## src/rtl/phase_sequencer_pkg.sv

```systemverilog
// Shared definitions for the phase sequencer: FSM state encodings and the
// default counter width.
package phase_sequencer_pkg;

  localparam int unsigned CNT_W_DEF = 8;

  typedef enum logic [2:0] {
    ST_IDLE = 3'd0,
    ST_PH1  = 3'd1,
    ST_GAP  = 3'd2,
    ST_PH2  = 3'd3,
    ST_DONE = 3'd4
  } state_e;

endpackage

```

## src/rtl/sta_edge_det.sv

```systemverilog
// Rising-edge detector for the start request. The history flop resets to 1
// so a start level held through reset release is not seen as an edge.
module sta_edge_det (
  input  logic clk,
  input  logic rst_n,
  input  logic sta,
  output logic sta_rise_c
);

  logic sta_d_q;
  logic sta_d_d;

  always_comb begin
    sta_d_d = sta;
  end

  always_ff @(posedge clk or negedge rst_n) begin
    if (!rst_n) begin
      sta_d_q <= 1'b1;
    end else begin
      sta_d_q <= sta_d_d;
    end
  end

  assign sta_rise_c = sta & ~sta_d_q;

endmodule

```

## src/rtl/phase_sequencer.sv

```systemverilog
// Start-triggered q1 / gap / q2 / done timing controller with programmable
// phase lengths. Optional macro PHASE_SEQ_RETRIGGER_EN lets a start edge abort a run.
module phase_sequencer
  import phase_sequencer_pkg::*;
#(
  parameter int unsigned CNT_W = CNT_W_DEF
) (
  input  logic             clk,
  input  logic             rst_n,
  input  logic             sta,
  input  logic [CNT_W-1:0] t1_len,
  input  logic [CNT_W-1:0] gap_len,
  input  logic [CNT_W-1:0] t2_len,
  output logic             q1,
  output logic             q2,
  output logic             busy,
  output logic             done
);

  state_e           state_q, state_d;
  logic [CNT_W-1:0] cnt_q, cnt_d;
  logic [CNT_W-1:0] gap_q, gap_d;
  logic [CNT_W-1:0] t2_q, t2_d;
  logic             q1_q, q1_d;
  logic             q2_q, q2_d;
  logic             busy_q, busy_d;
  logic             done_q, done_d;

  logic             sta_rise_c;
  logic             start_c;
  logic             enter_ph1, enter_gap, enter_ph2;
  logic [CNT_W-1:0] gap_src, t2_src;

  sta_edge_det u_sta_edge_det (
    .clk        (clk),
    .rst_n      (rst_n),
    .sta        (sta),
    .sta_rise_c (sta_rise_c)
  );

`ifdef PHASE_SEQ_RETRIGGER_EN
  assign start_c = sta_rise_c;
`else
  assign start_c = sta_rise_c & (state_q == ST_IDLE);
`endif

  // Next state; zero-length phases fall through to the following phase in the same edge.
  always_comb begin
    state_d   = state_q;
    cnt_d     = cnt_q;
    gap_d     = gap_q;
    t2_d      = t2_q;
    enter_ph1 = 1'b0;
    enter_gap = 1'b0;
    enter_ph2 = 1'b0;
    gap_src   = start_c ? gap_len : gap_q;
    t2_src    = start_c ? t2_len  : t2_q;

    if (start_c) begin
      gap_d     = gap_len;
      t2_d      = t2_len;
      enter_ph1 = 1'b1;
    end else begin
      case (state_q)
        ST_PH1: begin
          if (cnt_q == CNT_W'(0)) enter_gap = 1'b1;
          else                    cnt_d = cnt_q - CNT_W'(1);
        end
        ST_GAP: begin
          if (cnt_q == CNT_W'(0)) enter_ph2 = 1'b1;
          else                    cnt_d = cnt_q - CNT_W'(1);
        end
        ST_PH2: begin
          if (cnt_q == CNT_W'(0)) state_d = ST_DONE;
          else                    cnt_d = cnt_q - CNT_W'(1);
        end
        ST_DONE: state_d = ST_IDLE;
        default: state_d = ST_IDLE;
      endcase
    end

    if (enter_ph1) begin
      if (t1_len != CNT_W'(0)) begin
        state_d = ST_PH1;
        cnt_d   = t1_len - CNT_W'(1);
      end else begin
        enter_gap = 1'b1;
      end
    end

    if (enter_gap) begin
      if (gap_src != CNT_W'(0)) begin
        state_d = ST_GAP;
        cnt_d   = gap_src - CNT_W'(1);
      end else begin
        enter_ph2 = 1'b1;
      end
    end

    if (enter_ph2) begin
      if (t2_src != CNT_W'(0)) begin
        state_d = ST_PH2;
        cnt_d   = t2_src - CNT_W'(1);
      end else begin
        state_d = ST_DONE;
        cnt_d   = CNT_W'(0);
      end
    end
  end

  // Outputs decode from the next state so they line up with the state register.
  always_comb begin
    q1_d   = (state_d == ST_PH1);
    q2_d   = (state_d == ST_PH2);
    busy_d = (state_d != ST_IDLE);
    done_d = (state_d == ST_DONE);
  end

  always_ff @(posedge clk or negedge rst_n) begin
    if (!rst_n) begin
      state_q <= ST_IDLE;
      cnt_q   <= '0;
      gap_q   <= '0;
      t2_q    <= '0;
      q1_q    <= 1'b0;
      q2_q    <= 1'b0;
      busy_q  <= 1'b0;
      done_q  <= 1'b0;
    end else begin
      state_q <= state_d;
      cnt_q   <= cnt_d;
      gap_q   <= gap_d;
      t2_q    <= t2_d;
      q1_q    <= q1_d;
      q2_q    <= q2_d;
      busy_q  <= busy_d;
      done_q  <= done_d;
    end
  end

  assign q1   = q1_q;
  assign q2   = q2_q;
  assign busy = busy_q;
  assign done = done_q;

endmodule

```

## config.mk

```make
export PLATFORM = sky130hd
export DESIGN_NAME = phase_sequencer
export DESIGN_NICKNAME = d
export VERILOG_FILES = /design/src/rtl/phase_sequencer_pkg.sv /design/src/rtl/sta_edge_det.sv /design/src/rtl/phase_sequencer.sv
export SDC_FILE = /design/constraint.sdc
export NUM_CORES = 1
export LEC_CHECK = 0
export CAP_MARGIN = 15
export CORE_ASPECT_RATIO = 0.7
export CORE_MARGIN = 5
export CORE_UTILIZATION = 50
export CTS_CLUSTER_DIAMETER = 120
export DETAILED_ROUTE_END_ITERATION = 6
export HOLD_SLACK_MARGIN = 0.02
export PLACE_DENSITY = 0.76
export SYNTH_ARGS = -nofsm -noshare
export SYNTH_HDL_FRONTEND = slang
export SYNTH_SLANG_ARGS = --single-unit
```

## constraint.sdc

```tcl
create_clock -name clk -period 3 [get_ports clk]
set_input_delay 0.3 -clock clk [delete_from_list [all_inputs] [get_ports clk]]
set_output_delay 0.3 -clock clk [all_outputs]
set_load 0.05 [all_outputs]
```

# After elaboration in Yosys (flattened, before gate mapping)
# Cells that the tools add are included.
word_totals:
  latchBits: 0
  n_memories: 0
  elab_cells: 60
  mem_bits_ro: 0
  inputBits: 27
  ram_bits: 0
  ff_bits: 32
classes:
  div_mod_pow: 0
  eq_ne: 6
  n_reduce_logical: 8
  n_addsub: 4
  bitwise_logic: 3
  magnitude_cmp: 0
  n_mux: 30
  shifts: 0
  n_mul: 0
op_table:
  columns: ["op", "count"]
  rows:
  - ["8-bit two-way mux", 11]
  - ["8-bit by 1-bit subtractor with 8-bit output (second input constant)", 4]
  - ["3-bit two-way mux", 8]
  - ["8-bit nonzero test", 3]
  - ["1-bit two-way mux", 10]
  - ["3-bit by 2-bit equality test with 1-bit output (second input constant)", 3]
  - ["8-bit logical NOT", 1]
  - ["3-bit by 1-bit equality test with 1-bit output (second input constant)", 2]
  - ["3-bit case mux with 2 select lines", 1]
  - ["3-bit equality test (second input constant)", 1]
  - ["3-bit logical NOT", 1]
  - ["3-bit nonzero test", 1]
  - ["3-bit OR reduction", 1]
  - ["1-bit AND", 2]
  - ["2-bit OR reduction", 1]
  - ["1-bit inverter", 1]

# Depth between registers and ports, before layout
logic_depth:
  depth_word: 10
  depth_mapped: 14
  depth_no_buf: 10

# Modules after synthesis
# A second synthesis with hierarchy kept.
unflattened:
  cells_unflattened: 289
  hier_area_um2: 2454.9
modules_own_cells:
  columns: ["module", "cells_each", "seq_area_each_um2", "n_inst", "area_each_um2"]
  rows:
  - ["phase_sequencer", 287, 775.7, 1, 2414.8]
  - ["sta_edge_det", 2, 26.3, 1, 40.0]

# Least setup slack after synthesis
# OpenSTA, ideal clock, no wires.
synth_timing:
  path_kind: "register -> register"
  startpoint: "register state_q[1]"
  endpoint: "register cnt_q[1]"
  path_stages_with_launch: 15
  path_slack_ns: 0.077
  required_time_ns: 2.926
  arrival_ns: 2.849
  synth_period_minus_slack_ns: 2.923
  cell_sequence: "dfrtp_1 -> buf_6 -> nor4_4 -> nand2_2 -> buf_2 -> buf_1 -> mux2i_1 -> ha_1 -> nor3b_1 -> nand4_1 -> o41ai_1 -> nand2b_1 -> buf_6 -> mux2_4 -> o21ai_2"
synth_between:
  elab_chain_len: 9
  elab_cells_between_ends: 29
  classes_between: "2 x add/sub; 3 x eq/ne; 19 x mux; 1 x bitwise; 4 x reduce/logical"
synth_lines:
  columns: ["item", "line_no", "source"]
  rows:
  - ["from (decl)", "phase_sequencer.sv:20", "state_e state_q, state_d;"]
  - ["from (signal assigned)", "phase_sequencer.sv:130", "state_q <= state_d;"]
  - ["branches (longest 8 deep; another with 8-bit by 1-bit subtractor with 8-bit output)", null, null]
  - ["8-bit two-way mux (*)", "phase_sequencer.sv:100", "if (enter_ph2) begin"]
  - ["net cnt_d[1]", "phase_sequencer.sv:21", "logic [CNT_W-1:0] cnt_q, cnt_d;"]
  - ["to (signal assigned)", "phase_sequencer.sv:131", "cnt_q <= cnt_d;"]
  - ["to (decl)", "phase_sequencer.sv:21", null]
# Mark *: on every way through the listed nets, which the timed path passes.

# Worst setup path after layout
layout_timing:
  startpoint: "register cnt_q[0]"
  endpoint: "register cnt_q[4]"
layout_between:
  elab_chain_len: 9
  elab_cells_between_ends: 19
  classes_between: "1 x add/sub; 17 x mux; 1 x reduce/logical"
layout_lines:
  columns: ["item", "line_no", "source"]
  rows:
  - ["8-bit by 1-bit subtractor with 8-bit output or 8-bit logical NOT (tied branches)", null, null]
  - ["8-bit two-way mux", "phase_sequencer.sv:66, phase_sequencer.sv:70, phase_sequencer.sv:74", null]
  - ["8-bit two-way mux", null, null]
  - ["8-bit two-way mux", "phase_sequencer.sv:59", "if (start_c) begin"]
  - ["8-bit two-way mux", "phase_sequencer.sv:83", "if (t1_len != CNT_W'(0)) begin"]
  - ["8-bit two-way mux", "phase_sequencer.sv:82", "if (enter_ph1) begin"]
  - ["8-bit two-way mux", "phase_sequencer.sv:92", "if (gap_src != CNT_W'(0)) begin"]
  - ["8-bit two-way mux", "phase_sequencer.sv:91", "if (enter_gap) begin"]
  - ["8-bit two-way mux (*)", "phase_sequencer.sv:100", null]
  - ["net cnt_d[4]", "phase_sequencer.sv:21", null]
# Mark *: on every way through the listed nets, which the timed path passes. The rest lies on a longest branch.

==> flow_summary.ini <==
[outcome]
status = complete, no violations

[global_routing]
grt_max_degree = 33
grt_pass1_wl_mm = 9.78
first_global_vias = 1982
grt_use_total_pct = 20.7
antenna_found_initial = 0
overflow = 0

[yosys]
syn_area_um2 = 2320
synth_nets = 289
async_flop_share_pct = 100
synth_cells = 257
synthTopCellsByCount = 31 x dfrtp_1, 22 x nand2_1, 14 x nor2_1
seq_area_frac_synth_pct = 34.6
synth_edf_count = 0
synth.top_cell.area_share_pct = 33.5
yosys-top-cells-area = dfrtp_1 33%, mux2i_1 4.7%, xnor2_1 4.5%, mux2_2 3.9%, nand2_1 3.6%
synth.most_common_cell = dfrtp_1
avgSynthCellArea_um2 = 9.02
yosysTopAreaCell = dfrtp_1
synth-main-ff-cell = dfrtp_1
synthDistinctLibCells = 57
ys_ff_latch = 32
ys_warn_count = 0

[floorplan]
rows = 20
die_area_um2 = 6120
design.core.area_um2 = 4400
dieHeight_um = 67.0
ios = 31
die_w_um = 91.4
start_util_pct = 52.6

[sta]
period_minus_slack_ns = 2.69
worst_slew_pin_slew_ns = 0.602
max_slew_margin_pct = 58.9
clock_skew_ns = 0.00744
setup_tns_ns = 0
setup_violations = 0
rsz0062_at_grt = no
hold_viol = 0
fmax_mhz = 371
period_share_pct = 89.8
slew_viol_final = 0

[detailed_routing]
wire_per_inst_um = 17.0
wl_met1_mm = 2.95
vias = 2126
drc = 0
drt-initial-drc-count = 151
viasPerCell = 6.07
ant_nets = 0
first_pass_iters = 4
dr_wl_met2_mm = 2.47
dr_wl_met3_um = 493
routed_wl_mm = 5.95
highest_layer = met4

[finish]
drive_above_1_share_pct = 12.9
stdcell_count = 350
nNetsFinal = 326
num_antenna_cells = 0
syn_to_final_growth_pct = 21.8
postLayoutCellArea_um2 = 2820

[pwr]
swShare_pct = 41.6
p_comb_share_pct = 50.4
power_density_nw_per_um2 = 878
vdd_drop_max_v = 0.000631
switchingPower_mw = 1.03
p_leak_nw = 1.23
clkPwrFrac_pct = 16.6
power_frac_seq_pct = 33.0
p_int_mw = 1.45

[placement]
hpwl_mm = 4.50
io_buffers = 30
place_congestion = 0.913
place_inst = 342
placed_area_um2 = 2710

[clock_tree]
h-tree-depth = 2
clock_sinks = 32
postCtsSetupBuffers = 0
clock_latency_ns = 0.29
cts_buffers = 5
cts_tree = built
ctsHoldBuffers = 0
clockRootBuffer = clkbuf_8
clk_path_buf_depth = 2
clk_pin_slew_worst_paths_ns = 0.07

[setup_path]
r2r_end = cnt_q[4]$_DFF_PN0_
critPathArrivalTime_ns = 2.87
r2r_slack_ns = 0.31
worstSetupPathType = register to register
cp.required_ns = 3.17
end_kind = register
path_max_fanout = 9
regToRegStartpoint = cnt_q[0]$_DFF_PN0_
worst_setup_path_start_kind = register
r2r_cells = 8

[job]
maxCapViolCount = 0

[min_path]
min_path_type = input port to asynchronous set/reset pin
## cells in the final DEF, fill, tap and decap left out, types with 6 or more instances in the layout
cell,count
xor2_1,6
dfrtp_1,31
nor4_1,11
xnor2_1,12
nand3_1,7
mux2_2,8
mux2i_1,11
o21ai_0,11
a21oi_1,7
and3_1,6
nor3_1,8
o22ai_1,9
buf_4,11
inv_1,13
clkdlybuf4s50_1,30
nand2_1,22
nor2_1,14
## area by class of cell
class                           instances  area, um^2
Tap cell                               55        68.8
Clock buffer                            6        72.6
Inverter                               13        48.8
Timing Repair Buffer                   41         383
Clock inverter                          2        35.0
Fill cell                             356        1580
Sequential cell                        32         802
Multi-Input combinational cell        201        1410
## worst max-delay path by stage
stage,startpoint,cells past startpoint,end
floorplan,state_q[1]$_DFF_PN0_,14,cnt_q[1]$_DFF_PN0_
global placement,t1_len[0],9,cnt_q[4]$_DFF_PN0_
detailed placement,sta,9,cnt_q[2]$_DFF_PN0_
CTS,state_q[0]$_DFF_PN0_,9,cnt_q[1]$_DFF_PN0_
global route,cnt_q[0]$_DFF_PN0_,8,cnt_q[4]$_DFF_PN0_
finish,cnt_q[0]$_DFF_PN0_,8,cnt_q[4]$_DFF_PN0_
## routing by layer
metal | vias up | global-route usage, %
met5 | - | 0
met4 | 0 | 5.68
met3 | 4 | 5.42
met2 | 88 | 29.5
met1 | 999 | 30.4
li1 | 1035 | -
## what timing repair did
item                                   in CTS  in global routing
resized for setup                           0                  3
endpoints found under the hold margin       0                  0
setup endpoints to repair                   0                 14
## power groups by stage
stage / registers [mW] / logic (mW) / clock network (mW)
2_1_floorplan: 0.827 / 0.851 / 0
3_3_place_gp: 0.812 / 1.20 / 0
3_5_place_dp: 0.814 / 1.22 / 0
4_1_cts: 0.809 / 1.23 / 0.417
5_1_grt: 0.843 / 1.36 / 0.440
6_report: 0.819 / 1.25 / 0.412
## registers in the layout, summed over array words and instances (netlist names)
| name | flops |
|---|---|
| u_sta_edge_det.sta_d_q | 1 |
| cnt_q | 8 |
| busy | 1 |
| gap_q | 8 |
| q1 | 1 |
| state_q | 3 |
| t2_q | 8 |
| q2 | 1 |
| done | 1 |
## cell families after synthesis
| kind of cell | share of synthesized area [%] |
|---|---|
| xor+xnor | 6.80 |
| mux | 9.28 |
| compound gates | 17.8 |
| buf+inv | 4.91 |
| flops | 34.6 |
| simple gates | 23.9 |
| fa+ha+maj | 2.70 |
## worst max-delay path, stage by stage, from the launching register on
cell and delay [ns]:
dfrtp_1 0.42, inv_1 0.12, ha_1 0.15, nor3b_1 0.42
nand2_1 0.18, o31ai_1 0.51, nand2b_2 0.27, and3_1 0.23
o31a_1 0.28
## through the flow
| stage | hold WS (ns) | worst slack, ns | power (mW) | utilization (%) |
|---|---|---|---|---|
| 6_report | 0.421 | 0.306 | 2.48 | 64.1 |
| 4_1_cts | 0.438 | 0.116 | 2.46 | 63.9 |
| 3_3_place_gp | 0.502 | 0.162 | 2.02 | 61.4 |
| 3_5_place_dp | 0.503 | 0.133 | 2.04 | 61.4 |
| 5_1_grt | 0.476 | 0.0515 | 2.64 | 64.1 |
| 2_1_floorplan | 0.00441 | 0.0772 | 1.68 | - |
Power figures use the tool's default switching activity.
